===== src/rtl/class_switch_n.sv =====
// class_switch_n: one input FIFO feeding NUM_CH output FIFOs, routed by a class field in each word.
// Optional per-channel routed-word counters are compiled in with `define CLASS_SWITCH_STATS_EN.
module class_switch_n #(
    parameter int DATA_SIZE = 10,
    parameter int NUM_CH    = 4,
    parameter int CLASS_LSB = 8,
    parameter int IN_DEPTH  = 8,
    parameter int OUT_DEPTH = 4,
    parameter int AF_LVL    = 3
) (
    input  logic                        clk,
    input  logic                        reset,
    input  logic                        push,
    input  logic [DATA_SIZE-1:0]        in,
    output logic                        in_full,
    input  logic [NUM_CH-1:0]           pop,
    output logic [NUM_CH*DATA_SIZE-1:0] out,
    output logic [NUM_CH-1:0]           out_valid,
    output logic [NUM_CH-1:0]           fifo_empty,
    output logic [NUM_CH-1:0]           fifo_almostfull,
`ifdef CLASS_SWITCH_STATS_EN
    input  logic [$clog2(NUM_CH)-1:0]   stat_sel,
    input  logic                        stat_clr,
    output logic [15:0]                 stat_cnt,
`endif
    output logic                        Error
);
    localparam int CW  = $clog2(NUM_CH);
    localparam int IAW = $clog2(IN_DEPTH);
    localparam int OAW = $clog2(OUT_DEPTH);
    localparam logic [IAW:0] IN_CAP = IN_DEPTH[IAW:0];
    localparam logic [IAW:0] IN_ONE = (IAW+1)'(1);
    localparam logic [OAW:0] AF_CNT = AF_LVL[OAW:0];

    typedef enum logic [1:0] {INIT, IDLE, ROUTE, STALL} state_t;
    state_t state, state_nx;

    logic [DATA_SIZE-1:0] in_mem [IN_DEPTH];
    logic [IAW-1:0]       in_wr, in_rd;
    logic [IAW:0]         in_cnt;
    logic                 in_empty, in_push, move, af_c, err_set;
    logic [DATA_SIZE-1:0] head;
    logic [CW-1:0]        cls;

    assign in_full  = (in_cnt == IN_CAP);
    assign in_empty = (in_cnt == '0);
    assign head     = in_mem[in_rd];
    assign cls      = head[CLASS_LSB +: CW];
    assign af_c     = fifo_almostfull[cls];
    // A push into a full FIFO is still taken when the router frees a slot in the same cycle.
    assign in_push  = push && (!in_full || move);
    assign err_set  = (push && !in_push) || (|(pop & fifo_empty));

    always_ff @(posedge clk) begin
        if (!reset) state <= INIT;
        else        state <= state_nx;
    end

    always_comb begin
        state_nx = state;
        case (state)
            INIT:  state_nx = IDLE;
            IDLE:  if (!in_empty || in_push) state_nx = ROUTE;
            ROUTE, STALL: begin
                if (in_empty)                           state_nx = IDLE;
                else if (af_c)                          state_nx = STALL;
                else if (in_cnt == IN_ONE && !in_push)  state_nx = IDLE;
                else                                    state_nx = ROUTE;
            end
            default: state_nx = INIT;
        endcase
    end

    always_comb begin
        move = 1'b0;
        if ((state == ROUTE || state == STALL) && !in_empty && !af_c) move = 1'b1;
    end

    always_ff @(posedge clk) begin
        if (reset && in_push) in_mem[in_wr] <= in;
    end

    always_ff @(posedge clk) begin
        if (!reset) begin
            in_wr  <= '0;
            in_rd  <= '0;
            in_cnt <= '0;
        end else begin
            if (in_push) in_wr <= in_wr + IAW'(1);
            if (move)    in_rd <= in_rd + IAW'(1);
            in_cnt <= in_cnt + (IAW+1)'(in_push) - (IAW+1)'(move);
        end
    end

    always_ff @(posedge clk) begin
        if (!reset)       Error <= 1'b0;
        else if (err_set) Error <= 1'b1;
    end

    for (genvar k = 0; k < NUM_CH; k++) begin : g_ch
        localparam logic [CW-1:0] KC = CW'(k);
        logic [DATA_SIZE-1:0] mem [OUT_DEPTH];
        logic [OAW-1:0]       wr_ptr, rd_ptr;
        logic [OAW:0]         cnt, cnt_nx;
        logic [DATA_SIZE-1:0] dout;
        logic                 wr, rd, vld, empty, afull;

        assign wr     = move && (cls == KC);
        assign rd     = pop[k] && !empty;
        assign cnt_nx = cnt + (OAW+1)'(wr) - (OAW+1)'(rd);

        always_ff @(posedge clk) begin
            if (reset && wr) mem[wr_ptr] <= head;
        end

        // Flags are registered from the occupancy the FIFO will hold after this edge.
        always_ff @(posedge clk) begin
            if (!reset) begin
                wr_ptr <= '0;
                rd_ptr <= '0;
                cnt    <= '0;
                dout   <= '0;
                vld    <= 1'b0;
                empty  <= 1'b1;
                afull  <= 1'b0;
            end else begin
                if (wr) wr_ptr <= wr_ptr + OAW'(1);
                if (rd) begin
                    rd_ptr <= rd_ptr + OAW'(1);
                    dout   <= mem[rd_ptr];
                end
                vld   <= rd;
                cnt   <= cnt_nx;
                empty <= (cnt_nx == '0);
                afull <= (cnt_nx >= AF_CNT);
            end
        end

        assign out[k*DATA_SIZE +: DATA_SIZE] = dout;
        assign out_valid[k]       = vld;
        assign fifo_empty[k]      = empty;
        assign fifo_almostfull[k] = afull;
    end

`ifdef CLASS_SWITCH_STATS_EN
    logic [15:0] stat_mem [NUM_CH];

    always_ff @(posedge clk) begin
        if (!reset) begin
            for (int k = 0; k < NUM_CH; k++) stat_mem[k] <= '0;
            stat_cnt <= '0;
        end else begin
            for (int k = 0; k < NUM_CH; k++) begin
                if (stat_clr)
                    stat_mem[k] <= '0;
                else if (move && cls == CW'(k) && stat_mem[k] != 16'hFFFF)
                    stat_mem[k] <= stat_mem[k] + 16'd1;
            end
            stat_cnt <= stat_mem[stat_sel];
        end
    end
`endif
endmodule

===== config.mk =====
export PLATFORM = sky130hd
export DESIGN_NAME = class_switch_n
export DESIGN_NICKNAME = d
export VERILOG_FILES = /design/src/rtl/class_switch_n.sv
export SDC_FILE = /design/constraint.sdc
export NUM_CORES = 1
export LEC_CHECK = 0
export BUFFER_PORTS_ARGS = -buffer_cell sky130_fd_sc_hd__buf_4
export CELL_PAD_IN_SITES_DETAIL_PLACEMENT = 0
export CELL_PAD_IN_SITES_GLOBAL_PLACEMENT = 1
export CORE_AREA = 2 2 212 214
export DETAILED_ROUTE_END_ITERATION = 7
export DIE_AREA = 0 0 214 216
export GPL_TIMING_DRIVEN = 0
export PLACE_DENSITY = 0.5
export SLEW_MARGIN = 5
export SYNTH_ARGS = -nofsm -noshare
export SYNTH_HDL_FRONTEND = slang
export SYNTH_SLANG_ARGS = --single-unit

===== constraint.sdc =====
create_clock -name clk -period 3.3 [get_ports clk]
set_input_delay 0.33 -clock clk [delete_from_list [all_inputs] [get_ports clk]]
set_output_delay 0.33 -clock clk [all_outputs]
set_load 0.05 [all_outputs]

==> reports/metrics.cfg <==
[run_status]
status=complete, no violations

[timing]
skew_ps=23.7
final-setup-viol-count=0
period_share_pct=99.9
fmax_ghz=0.303
maxSlewViolCount=0
fin_crit_ps=3300
worst_pin_slew_ps=906
fin_ws_ps=2.73
rsz0062_at_grt=true
slew_headroom_pct=39.6
finalHoldViolCount=0

[setup_path]
crit_path_max_fanout=5
cpMostUsedCell=mux4_2
regToRegSetupSlack_ps=3
cp_data_arrival_time_ps=3680
slowest_stage=mux4_2
criticalPathCategory=reg -> reg
cp_slowest_stage_delay_ps=600
path_cells=mux2_2 > mux4_2 > mux4_2 > or3_4 > o21ai_2 > ha_2 > inv_2 > fa_2 > nor2_1
required_ps=3680
start_kind=register
crit_buf_inv=1
critPathCaptureType=register
crit_family=multiplexers

[power_and_ir_drop]
ir_drop_v=0.000349
leakage_uw=0.00549
powerDensity_mw_per_mm2=751
power_uw=12000

[layout]
syn2layout_area_growth_pct=23.3
drive_above_1_share_pct=28.1
final_cell_mix=240 x edfxtp_1, 100 x buf_4, 93 x dfxtp_1
fillers=4201
nets=999
antenna_cells=0
fin_area_mm2=0.0161
final_common_cell=edfxtp_1

[place]
finalWeightedCongestion=0.667
hpwlAfterDp_mm=19.0
preCtsSetupSlack_ps=-956
io_buffers=69
placed_area_mm2=0.0144

[grt]
grtUsageTotal_pct=13.1
grt.overflow.total=0
grt_pass1_vias=7179
antenna_found_initial=0
grt_pass1_wl_mm=45.1
grt_max_degree=17

[synth]
synth.avg_cell_area_um2=16.2
synth_edf_count=240
yosys_most_used_dff=edfxtp_1
postSynth.asyncResetShare_pct=0
ys_seq_area_share_pct=70.1
syn-num-nets=858
yosys_register_bits=336
syn_area_mm2=0.0130
synthCells=805
ys_warn_count=0
ys_types=42

[drt]
drc=0
drt_wl_total_mm=29.9
postRouteAntennaNets=0
vias=6840
wl_per_cell_um=19.0
drt_iter0_drc=267
firstDrtPassIters=4
vias_per_cell=4.36

[run]
maxCapViolations=0

[die]
dieArea_mm2=0.0462
rows=77
fp.dieW_um=214
initial_utilization_pct=29.7
io_pins=71
core-area_mm2=0.0438
dieHeight_um=216

[clocking]
cts_sinks=336
clock_latency_ps=540
cts_buffers=39
cts.path.max_buffers=3
cts_tree=done
root_buffer=clkbuf_16
htreeDepth=2
clk_pin_slew_ps=60

[hold_path]
hp-class=in -> reg

## area by class of cell
type / instances / area, µm² / share of cell area, %
plain buffers: 41 / 215 / 1.34
clock buffers: 48 / 1050 / 6.55
clock inverters: 23 / 175 / 1.09
inverters: 36 / 135 / 0.842
multi-input cells: 391 / 3750 / 23.4
flip-flops and latches: 336 / 9140 / 56.9
well taps: 592 / 741 / 4.61
repair buffers: 101 / 846 / 5.27
## sequential cells by signal (all words and copies together), names as in the netlist, named ones only
name         count
g_ch.vld         4
in_rd            3
g_ch.rd_ptr      8
in_cnt           4
in_wr            3
g_ch.dout       40
g_ch.cnt        12
g_ch.mem       160
g_ch.empty       4
g_ch.afull       4
Error            1
g_ch.wr_ptr      8
state            2
in_mem          80
## worst paths after layout
kind | from | depth (start not counted) | to
worst max register to register | register | 9 | in_cnt[1]$_SDFF_PN0_
worst min register to register | g_ch[3].dout[4]$_SDFFE_PN0P_ | 2 | g_ch[3].dout[4]$_SDFFE_PN0P_
worst min-delay path | in[9] | 1 | in_mem[3][9]$_DFFE_PP_
worst max-delay path | register | 9 | in_cnt[1]$_SDFF_PN0_
## routing by layer
metal	routed length [µm]	GRT usage [%]	vias up	part of all wire (%)
li1	-	-	3252	-
met1	13300	17.0	3443	44
met2	14800	22.4	105	50
met3	1270	2.45	40	4.2
met4	496	3.57	0	1.7
met5	0	0	-	0
## cell usage after synthesis, drive strengths merged (4+ instances only)
master,instances,area (µm²)
edfxtp,240,7210
dfxtp,96,1920
nand2,91,349
mux4,60,1380
a21oi,44,220
inv,36,135
nor2,32,123
and2,31,194
ha,31,388
clkbuf,24,90.1
buf,19,124
xnor2,16,140
mux2,13,150
nor3,11,55.1
nand2b,9,56.3
xor2,8,70.1
mux2i,7,70.1
a21o,6,45.0
fa,5,100
o21ai,5,36.3
o31ai,4,30.0
## where the power goes
part	internal, µW	switching, µW	leakage, µW
combinational	1110	1630	0.00194
clock	2420	1720	0.000604
sequential	4950	217	0.00295
total	8490	3560	0.00549
## metrics by stage
stage | utilization [%] | instances | TNS (ps) | hold WS [ps]
2_1_floorplan | - | 805 | -4480 | 429
3_3_place_gp | 32.6 | 1466 | -125340 | 446
3_5_place_dp | 32.7 | 1469 | -91460 | 449
6_report | 36.6 | 1568 | 0 | 31.3
5_1_grt | 36.6 | 1568 | -715 | 14.9
4_1_cts | 36.4 | 1562 | -147 | 4.23
## timing repair
| action | in CTS | in global routing |
|---|---|---|
| setup endpoints to repair | 263 | 82 |
| buffers inserted | 19 | 6 |
| cloned | 1 | 0 |
| resized for setup | 29 | 19 |
| pin swaps | 11 | 14 |
| hold endpoints to repair | 28 | 0 |
| hold buffers | 4 | 0 |
## cells by family after synthesis
kind of cell	count (synthesis)	share of synthesized area, %
flip-flops	336	70.1
multiplexers	80	12.3
AND/OR/NAND/NOR	185	6.67
buffers and inverters	79	2.68
XOR/XNOR	24	1.61
adder cells (fa/ha/maj)	36	3.75
AO/OA/AOI/OAI	65	2.90
(Power assumes the default switching activity.)
